$ cat config.mk
export PLATFORM = sky130hd
export DESIGN_NAME = sprite_blitter
export DESIGN_NICKNAME = d
export VERILOG_FILES = /design/src/rtl/sprite_blitter_pkg.sv /design/src/rtl/sprite_addr_gen.sv /design/src/rtl/sprite_blitter.sv
export SDC_FILE = /design/constraint.sdc
export NUM_CORES = 1
export LEC_CHECK = 0
export CORE_MARGIN = 2
export CORE_UTILIZATION = 48
export CTS_CLUSTER_DIAMETER = 120
export DETAILED_ROUTE_END_ITERATION = 12
export GPL_TIMING_DRIVEN = 0
export PLACE_DENSITY = 0.76
export SLEW_MARGIN = 15
export SYNTH_ARGS = -nofsm -noshare
export SYNTH_HDL_FRONTEND = slang
export SYNTH_SLANG_ARGS = --single-unit
$ cat constraint.sdc
create_clock -name clock -period 2 [get_ports clock]
set_input_delay 0.5 -clock clock [delete_from_list [all_inputs] [get_ports clock]]
set_output_delay 0.5 -clock clock [all_outputs]
set_load 0.02 [all_outputs]
$ cat src/rtl/sprite_blitter_pkg.sv
// Shared types and helpers for the sprite blitter and its address generator.
package sprite_blitter_pkg;

  typedef enum logic [1:0] {
    ST_IDLE  = 2'd0,
    ST_DRAW  = 2'd1,
    ST_FLUSH = 2'd2,
    ST_DONE  = 2'd3
  } state_e;

  localparam logic [3:0] KEY_COLOUR_DEF = 4'hF;

  // Bits needed to hold values 0..n-1 (at least one bit).
  function automatic int unsigned bits_for(input int unsigned n);
    if (n <= 1) return 1;
    return $clog2(n);
  endfunction

endpackage

$ cat src/rtl/sprite_addr_gen.sv
// Raster-order ROM address walker: column/row counters, sprite base address and last-pixel flag.
module sprite_addr_gen
  import sprite_blitter_pkg::*;
#(
  parameter int SPR_W       = 50,
  parameter int SPR_H       = 50,
  parameter int NUM_SPRITES = 3,
  parameter int ADDR_W      = 13,
  parameter int SEL_W       = 2,
  parameter int COL_W       = 6,
  parameter int ROW_W       = 6
) (
  input  logic              clk_i,
  input  logic              rst_ni,
  input  logic              load_i,
  input  logic              step_i,
  input  logic [SEL_W-1:0]  sel_i,
  output logic [COL_W-1:0]  col_o,
  output logic [ROW_W-1:0]  row_o,
  output logic [ADDR_W-1:0] addr_o,
  output logic              last_o
);

  localparam int PIX = SPR_W * SPR_H;

  if (ADDR_W < bits_for(NUM_SPRITES * PIX)) begin : g_addr_too_narrow
    $error("ADDR_W too narrow for NUM_SPRITES*SPR_W*SPR_H");
  end

  logic [COL_W-1:0]  col_q;
  logic [ROW_W-1:0]  row_q;
  logic [ADDR_W-1:0] addr_q;
  logic [ADDR_W-1:0] base;

  // Out-of-range sprite indices fall back to sprite 0.
  always_comb begin
    base = '0;
    if (int'(sel_i) < NUM_SPRITES) base = ADDR_W'(int'(sel_i) * PIX);
  end

  // Sprites are packed contiguously, so raster order is a plain address increment.
  always_ff @(posedge clk_i or negedge rst_ni) begin
    if (!rst_ni) begin
      col_q  <= '0;
      row_q  <= '0;
      addr_q <= '0;
    end else if (load_i) begin
      col_q  <= '0;
      row_q  <= '0;
      addr_q <= base;
    end else if (step_i) begin
      if (col_q == COL_W'(SPR_W - 1)) begin
        col_q <= '0;
        row_q <= row_q + ROW_W'(1);
      end else begin
        col_q <= col_q + COL_W'(1);
      end
      addr_q <= addr_q + ADDR_W'(1);
    end
  end

  assign col_o  = col_q;
  assign row_o  = row_q;
  assign addr_o = addr_q;
  assign last_o = (col_q == COL_W'(SPR_W - 1)) && (row_q == ROW_W'(SPR_H - 1));

endmodule

$ cat src/rtl/sprite_blitter.sv
// Sprite blitter: walks one ROM sprite and emits clipped, colour-keyed pixel writes, one per cycle.
module sprite_blitter
  import sprite_blitter_pkg::*;
#(
  parameter int SPR_W       = 50,
  parameter int SPR_H       = 50,
  parameter int NUM_SPRITES = 3,
  parameter int X_W         = 9,
  parameter int Y_W         = 9,
  parameter int COLOUR_W    = 4,
  parameter int ADDR_W      = 13,
  parameter int SCREEN_W    = 320,
  parameter int SCREEN_H    = 240,
  parameter int ROM_LAT     = 1,
  parameter logic [COLOUR_W-1:0] KEY_COLOUR = COLOUR_W'(KEY_COLOUR_DEF)
) (
  input  logic                clock,
  input  logic                resetn,
  input  logic                start,
  input  logic [1:0]          sprite_sel,
  input  logic [X_W-1:0]      origin_x,
  input  logic [Y_W-1:0]      origin_y,
  input  logic                key_en,
  output logic                busy,
  output logic                done,
  output logic [ADDR_W-1:0]   rom_addr,
  input  logic [COLOUR_W-1:0] rom_data,
  output logic                writeEn,
  output logic [X_W-1:0]      x,
  output logic [Y_W-1:0]      y,
  output logic [COLOUR_W-1:0] colour
);

  localparam int COL_W = bits_for(SPR_W);
  localparam int ROW_W = bits_for(SPR_H);
  localparam int CNT_W = bits_for(ROM_LAT + 1);
  localparam int XS_W  = X_W + 1;
  localparam int YS_W  = Y_W + 1;

  state_e           state_q;
  logic             busy_q, done_q, key_q;
  logic [CNT_W-1:0] flush_cnt_q;
  logic [X_W-1:0]   ox_q;
  logic [Y_W-1:0]   oy_q;

  logic             load, step, last;
  logic             vld_p0;
  logic [COL_W-1:0] col_p0;
  logic [ROW_W-1:0] row_p0;

  logic             vld_p_q [ROM_LAT];
  logic [COL_W-1:0] col_p_q [ROM_LAT];
  logic [ROW_W-1:0] row_p_q [ROM_LAT];

  logic                we_d, we_q;
  logic [X_W-1:0]      x_d, x_q;
  logic [Y_W-1:0]      y_d, y_q;
  logic [COLOUR_W-1:0] colour_d, colour_q;
  logic [XS_W-1:0]     x_sum;
  logic [YS_W-1:0]     y_sum;

  // On-screen test on the widened sums; the carry bit marks coordinate overflow.
  function automatic logic pix_visible(input logic [XS_W-1:0] xs, input logic [YS_W-1:0] ys);
    return !xs[X_W] && !ys[Y_W] && (xs < XS_W'(SCREEN_W)) && (ys < YS_W'(SCREEN_H));
  endfunction

  assign load   = (state_q == ST_IDLE) && start;
  assign step   = (state_q == ST_DRAW) && !last;
  assign vld_p0 = (state_q == ST_DRAW);

  sprite_addr_gen #(
    .SPR_W       (SPR_W),
    .SPR_H       (SPR_H),
    .NUM_SPRITES (NUM_SPRITES),
    .ADDR_W      (ADDR_W),
    .SEL_W       (2),
    .COL_W       (COL_W),
    .ROW_W       (ROW_W)
  ) u_addr_gen (
    .clk_i  (clock),
    .rst_ni (resetn),
    .load_i (load),
    .step_i (step),
    .sel_i  (sprite_sel),
    .col_o  (col_p0),
    .row_o  (row_p0),
    .addr_o (rom_addr),
    .last_o (last)
  );

  // Control FSM with registered busy/done; request parameters are captured on acceptance.
  always_ff @(posedge clock or negedge resetn) begin
    if (!resetn) begin
      state_q     <= ST_IDLE;
      busy_q      <= 1'b0;
      done_q      <= 1'b0;
      flush_cnt_q <= '0;
      ox_q        <= '0;
      oy_q        <= '0;
      key_q       <= 1'b0;
    end else begin
      case (state_q)
        ST_IDLE: begin
          if (start) begin
            state_q <= ST_DRAW;
            busy_q  <= 1'b1;
            ox_q    <= origin_x;
            oy_q    <= origin_y;
            key_q   <= key_en;
          end
        end
        ST_DRAW: begin
          if (last) begin
            state_q     <= ST_FLUSH;
            flush_cnt_q <= '0;
          end
        end
        ST_FLUSH: begin
          if (flush_cnt_q == CNT_W'(ROM_LAT)) begin
            state_q <= ST_DONE;
            done_q  <= 1'b1;
          end else begin
            flush_cnt_q <= flush_cnt_q + CNT_W'(1);
          end
        end
        ST_DONE: begin
          state_q <= ST_IDLE;
          done_q  <= 1'b0;
          busy_q  <= 1'b0;
        end
        default: state_q <= ST_IDLE;
      endcase
    end
  end

  // ---- p0 -> p1..pN: valid bits track each outstanding ROM read ----
  always_ff @(posedge clock or negedge resetn) begin
    if (!resetn) begin
      for (int i = 0; i < ROM_LAT; i++) vld_p_q[i] <= 1'b0;
    end else begin
      vld_p_q[0] <= vld_p0;
      for (int i = 1; i < ROM_LAT; i++) vld_p_q[i] <= vld_p_q[i-1];
    end
  end

  // Sprite coordinates ride alongside the valid bits; only meaningful when valid.
  always_ff @(posedge clock) begin
    col_p_q[0] <= col_p0;
    row_p_q[0] <= row_p0;
    for (int i = 1; i < ROM_LAT; i++) begin
      col_p_q[i] <= col_p_q[i-1];
      row_p_q[i] <= row_p_q[i-1];
    end
  end

  // ---- pN -> output: screen position, clipping and colour key ----
  always_comb begin
    x_sum    = {1'b0, ox_q} + XS_W'(col_p_q[ROM_LAT-1]);
    y_sum    = {1'b0, oy_q} + YS_W'(row_p_q[ROM_LAT-1]);
    we_d     = 1'b0;
    x_d      = x_q;
    y_d      = y_q;
    colour_d = colour_q;
    if (vld_p_q[ROM_LAT-1]) begin
      x_d      = x_sum[X_W-1:0];
      y_d      = y_sum[Y_W-1:0];
      colour_d = rom_data;
      we_d     = pix_visible(x_sum, y_sum) && !(key_q && (rom_data == KEY_COLOUR));
    end
  end

  // Registered pixel outputs.
  always_ff @(posedge clock or negedge resetn) begin
    if (!resetn) begin
      we_q     <= 1'b0;
      x_q      <= '0;
      y_q      <= '0;
      colour_q <= '0;
    end else begin
      we_q     <= we_d;
      x_q      <= x_d;
      y_q      <= y_d;
      colour_q <= colour_d;
    end
  end

  assign busy    = busy_q;
  assign done    = done_q;
  assign writeEn = we_q;
  assign x       = x_q;
  assign y       = y_q;
  assign colour  = colour_q;

endmodule

==> impl_metrics.json, run 1 <==
{
  "hold_viol_final": 0,
  "antennaDiodeCount": 0,
  "cts.htree.levels": 3,
  "hold_path_class": "input port to async pin",
  "synth-edff-count": 0,
  "grt_setup_unrepaired": "true",
  "start_util": 0.499,
  "drv_slew": 0,
  "fin_crit_sh": 1.05,
  "tritoncts": "yes",
  "setup_slack_ns": -0.0999,
  "instances_no_fill": 617,
  "dp.cells": 591,
  "ff_latch_area_um2": 2070,
  "crit_required_ns": 2.24,
  "vdd_drop_max_uv": 720,
  "antenna_found_initial": 0,
  "ctsLongestPathBuffers": 2,
  "dpl.hpwl_um": 6410,
  "ys_seq_area_frac": 0.499,
  "synth.net_count": 473,
  "dieArea_um2": 9400,
  "r2r_cells": 6,
  "wire_per_inst_um": 14.9,
  "num_rows": 33,
  "max_slew_margin": 0.555,
  "drive_gt1_frac": 0.145,
  "io_pins": 66,
  "port_buffers": 65,
  "rr_endpoint": "writeEn",
  "crit_fanout": 3,
  "synth_cell_types": 47,
  "synth_top_area_frac": 0.441,
  "num_vias": 3371,
  "drtIter0Drc": 167,
  "cts_hold_buf": 0,
  "drt-pass1-iter-count": 4,
  "worst-setup-path-type": "flop to flop",
  "cts_made_buffers": 9,
  "syn_to_final_growth_pct": 29.7,
  "place_area_um2": 4960,
  "setup_viol": 1,
  "synth_area_leaders": "dfrtp_1 (44%), ha_1 (6.9%), nand2_1 (6.7%)",
  "synth_most_common_cell": "nand2_1",
  "antenna_left": 0,
  "die_h_um": 96.9,
  "crit_path_start_kind": "flop",
  "powerDensity_nw_per_um2": 1500,
  "utilization": 0.648,
  "p_leak_uw": 0.00238,
  "clk_latency_ns": 0.36,
  "multi_input_area_um2": 2070,
  "synth_common_cells": "nand2_1 (74), dfrtp_1 (73), nor2_1 (28)",
  "cts-root-buf": "clkbuf_8",
  "finalInstanceArea_um2": 5380,
  "total_power_uw": 8040,
  "ys.flop_type": "dfrtp_1",
  "synthCells": 420,
  "die_w_um": 96.9,
  "grtUsageTotal": 0.195,
  "clkTransAtPathRegs_ns": 0.09,
  "cts_sinks": 85,
  "fin_nets": 560,
  "synthesis.area_um2": 4150,
  "drv_cap": 0,
  "fillers": 671,
  "synth_largest_area_cell": "dfrtp_1",
  "async_flop_share": 0.859,
  "core_area_um2": 8300,
  "status": "complete, but fails checks",
  "violations": "setup timing",
  "fmax_ghz": 0.476,
  "synth_warnings": 0,
  "place_congestion": 0.882,
  "worstPathArrival_ns": 2.34,
  "grt_pass1_vias": 3275,
  "via_per_inst": 5.46,
  "r2r-start": "oy_q[1]",
  "grt_pass1_wl_um": 15200,
  "min_period_ns": 2.10,
  "avgSynthCellArea_um2": 9.87,
  "end_kind": "flop",
  "grt_max_degree": 52,
  "ys_seq_elements": 85,
  "drt_wl_total_um": 9220,
  "drc_errors": 0,
  "r2r_setup_slack_ns": -0.1,
  "clock_skew_ns": 0.0122,
  "globalRouteOverflowTotal": 0,
  "worstMarginPinSlew_ns": 0.668
}
-- power by group --
part,internal (uW),switching [uW],leakage [uW]
clock network,620,661,0.0000991
registers,2380,523,0.00100
logic,1820,2030,0.00128
total,4830,3220,0.00238
-- metrics by stage --
stage / TNS (ns) / setup WS, ns / hold WS [ns]
floorplan: 0 / 0.000445 / 0.204
global placement: -158.59 / -2.08 / 0.356
detailed placement: -8.40 / -0.305 / 0.361
CTS: -0.186 / -0.0932 / 0.0374
global route: -0.644 / -0.167 / 0.0422
finish: -0.0999 / -0.0999 / 0.0310
-- state kept, by name, summed over array words and instances (netlist names), 4 cells and up --
| name | flops |
|---|---|
| col_p_q | 6 |
| colour | 4 |
| ox_q | 9 |
| oy_q | 9 |
| row_p_q | 6 |
| u_addr_gen.addr_o | 13 |
| u_addr_gen.col_o | 6 |
| u_addr_gen.row_o | 6 |
| x | 9 |
| y | 9 |
-- routing by layer --
metal	vias to the layer above	share of wire	GRT usage	routed length [um]
li1	1642	-	-	-
met1	1612	0.46	0.268	4240
met2	106	0.47	0.314	4360
met3	11	0.056	0.0412	512
met4	0	0.012	0.0574	110
met5	-	0	0	0
-- worst max-delay path, stage by stage, from the launching register on --
cell,delay [ns]
dfrtp_1,0.42
ha_1,0.32
a211o_1,0.33
a211o_1,0.32
a211oi_2,0.28
nand4_1,0.12
and4_1,0.20
-- kinds of logic (layout without fill, tap and decap cells) --
| group | after synthesis | in the layout | synth area share |
|---|---|---|---|
| muxes | 16 | 16 | 0.0426 |
| xor gates and xnor gates | 17 | 17 | 0.0359 |
| DFF | 85 | 85 | 0.499 |
| and+or+nand+nor | 157 | 157 | 0.178 |
| AOI/OAI and AO/OA | 89 | 89 | 0.137 |
| adders and majority gates | 25 | 25 | 0.0791 |
| buffers and inverters | 31 | 123 | 0.0287 |
-- cell usage in the layout (no fill, tap or decap), types with 3 or more instances in the layout --
cell              n
ha_2              4
a211oi_1          4
nand4_1           4
o211ai_1          3
a31oi_1           3
nor4_1            6
dfxtp_1          12
clkbuf_1          5
or3_1             8
a21oi_1          27
and2_1            3
buf_4            12
a21o_1            4
dlymetal6s2s_1    3
xor2_1            3
clkbuf_8         10
inv_1            17
nor2_1           27
ha_1             18
o31ai_1           5
mux2i_1           3
o21ai_0          20
nor3_1            7
a211oi_2          3
clkdlybuf4s50_1  61
clkbuf_2          6
mux2_2           13
nand2_1          74
xnor2_1          14
o21a_1            4
dfrtp_1          73
nand3_1           8
nor2b_1           5
-- area by class of cell --
cell class | count | area share
plain buffers | 13 | 0.0126
clock buffers | 10 | 0.0256
flip-flops and latches | 85 | 0.385
well taps | 105 | 0.0244
multi-input cells | 304 | 0.386
repair buffers | 76 | 0.141
clock inverters | 6 | 0.0133
inverters | 18 | 0.0126
-- how the worst max path moves through the flow --
stage | to | startpoint | cells after the start | slack (ns)
global route | writeEn | ox_q[1] | 6 | -0.17
floorplan | writeEn | ox_q[1] | 6 | 0.0004
CTS | y[5] | oy_q[1] | 5 | -0.09
detailed placement | u_addr_gen.addr_o[12] | start | 5 | -0.31
global placement | busy | resetn | 1 | -2.08
finish | writeEn | oy_q[1] | 6 | -0.1
-- what timing repair did --
action                                  CTS  global route
setup buffers                             3             7
hold endpoints to repair                  0             0
resized for setup                        19            24
endpoints found under the setup margin   41            54
pin swaps                                 4            14
Power figures use the tool's default switching activity.
==> run 2, diff against run 1 <==
--- a/config.mk
+++ b/config.mk
@@ -15,3 +15,4 @@
 export SYNTH_ARGS = -nofsm -noshare
 export SYNTH_HDL_FRONTEND = slang
 export SYNTH_SLANG_ARGS = --single-unit
+export TNS_END_PERCENT = 1
==> run 2 against run 1 <==
  * The run still ends with setup timing left
  * Sequential share of layout area grew 0.46 points
  * Fmax is essentially flat
  * Count of clock-buffer cells in the layout unchanged
  * Global-route usage down 0.12 points
  * Critical path type unchanged
  * Largest power group unchanged
==> impl_metrics.json, run 2 (synthesis results as in run 1) <==
{
  "status": "complete, but fails checks",
  "violations": "setup timing",
  "port_buffers": 65,
  "drive_gt1_frac": 0.129,
  "final_common_cell": "nand2_1",
  "cts_sinks": 85,
  "antenna_found_initial": 0,
  "die_h_um": 96.9,
  "drv_cap": 0,
  "grt_setup_unrepaired": "true",
  "cts.htree.levels": 3,
  "grt_pass1_wl_um": 15100,
  "largest_reg_flops": 13,
  "pre_cts_slack_ns": -0.305,
  "grtUsageTotal": 0.194,
  "grt_max_degree": 52,
  "io_pins": 66,
  "fmax_ghz": 0.476,
  "total_power_uw": 7960,
  "place_congestion": 0.882,
  "grt_pass1_vias": 3260,
  "powerDensity_nw_per_um2": 1500,
  "max_slew_margin": 0.553,
  "num_vias": 3328,
  "start_util": 0.499,
  "clock_skew_ns": 0.0126,
  "fin_nets": 553,
  "drt-pass1-iter-count": 4,
  "rr_endpoint": "writeEn",
  "combPwrFrac": 0.473,
  "r2r-start": "oy_q[1]",
  "crit_path_start_kind": "flop",
  "clkTransAtPathRegs_ns": 0.09,
  "fin_crit_sh": 1.05,
  "pwr-share-clk": 0.161,
  "worstMarginPinSlew_ns": 0.671,
  "r2r_setup_slack_ns": -0.10,
  "drv_slew": 0,
  "hold_path_class": "input port to async pin",
  "setup_viol": 2,
  "clk_latency_ns": 0.36,
  "antenna_left": 0,
  "internal-power_uw": 4780,
  "globalRouteOverflowTotal": 0,
  "dp.cells": 591,
  "vdd_drop_max_uv": 739,
  "wire_per_inst_um": 14.8,
  "drc_errors": 0,
  "num_rows": 33,
  "ctsLongestPathBuffers": 2,
  "power_frac_seq": 0.367,
  "crit_required_ns": 2.24,
  "crit_fanout": 3,
  "p_switching_uw": 3190,
  "core_area_um2": 8300,
  "tritoncts": "yes",
  "min_period_ns": 2.10,
  "dieArea_um2": 9400,
  "r2r_cells": 6,
  "drtIter0Drc": 140,
  "instances_no_fill": 610,
  "antennaDiodeCount": 0,
  "worstPathArrival_ns": 2.34,
  "hold_viol_final": 0,
  "cts_made_buffers": 9,
  "swShare": 0.400,
  "drt_wl_total_um": 9060,
  "cts-root-buf": "clkbuf_8",
  "syn_to_final_growth_pct": 28.3,
  "p_leak_uw": 0.00234,
  "die_w_um": 96.9,
  "setup_slack_ns": -0.101,
  "dpl.hpwl_um": 6410,
  "final_cell_mix": "nand2_1 (74), dfrtp_1 (71), clkdlybuf4s50_1 (61), nor2_1 (27), a21oi_1 (27)",
  "end_kind": "flop",
  "worst-setup-path-type": "flop to flop",
  "via_per_inst": 5.46
}
run 2: worst max-delay path by stage:
stage | depth (start not counted) | endpoint | from | slack, ns
floorplan | 6 | writeEn | ox_q[1] | 0.0004
global placement | 1 | busy | resetn | -2.08
detailed placement | 5 | u_addr_gen.addr_o[12] | start | -0.31
CTS | 5 | y[5] | oy_q[1] | -0.09
global route | 6 | writeEn | ox_q[1] | -0.17
finish | 6 | writeEn | oy_q[1] | -0.10
run 2: final cells by class:
class | count | area, um^2
multi-input cells | 304 | 2070
inverters | 18 | 67.6
plain buffers | 13 | 68.8
well taps | 105 | 131
clock inverters | 6 | 71.3
repair buffers | 69 | 706
fillers | 671 | 2980
clock buffers | 10 | 138
flip-flops and latches | 85 | 2070
run 2: what timing repair did:
action                     in CTS  in global routing
hold buffers                    0                  0
setup buffers                   0                  3
pin swaps                       2                  8
gates cloned                    0                  0
setup endpoints to repair      41                 54
gates resized for setup        20                 21
run 2: power by group through the flow:
stage,clock [uW],sequential (uW),combinational (uW)
CTS,1300,2920,3630
global route,1380,3020,4150
detailed placement,0,2940,3520
global placement,0,2910,3420
finish,1280,2920,3760
floorplan,0,3280,1820
run 2: critical path, cell delays in order (launching register included):
cell and delay (ns):
dfrtp_1 0.42, ha_1 0.32, a211o_1 0.33, a211o_1 0.32
a211oi_2 0.28, nand4_1 0.12, and4_1 0.20
run 2: per-stage QoR:
step	util	area (um^2)	hold slack, ns	setup TNS, ns
floorplan	-	4150	0.204	0
global placement	0.595	4930	0.356	-158.59
detailed placement	0.598	4960	0.361	-8.40
CTS	0.630	5230	0.0374	-0.204
global route	0.641	5320	0.0422	-0.953
finish	0.641	5320	0.0295	-0.118
run 2: per-layer routing:
metal	GRT usage	up-vias	share of wire
met5	0	-	0
met1	0.266	1583	0.46
met3	0.0412	12	0.057
met2	0.313	104	0.47
li1	-	1629	-
met4	0.0574	0	0.013
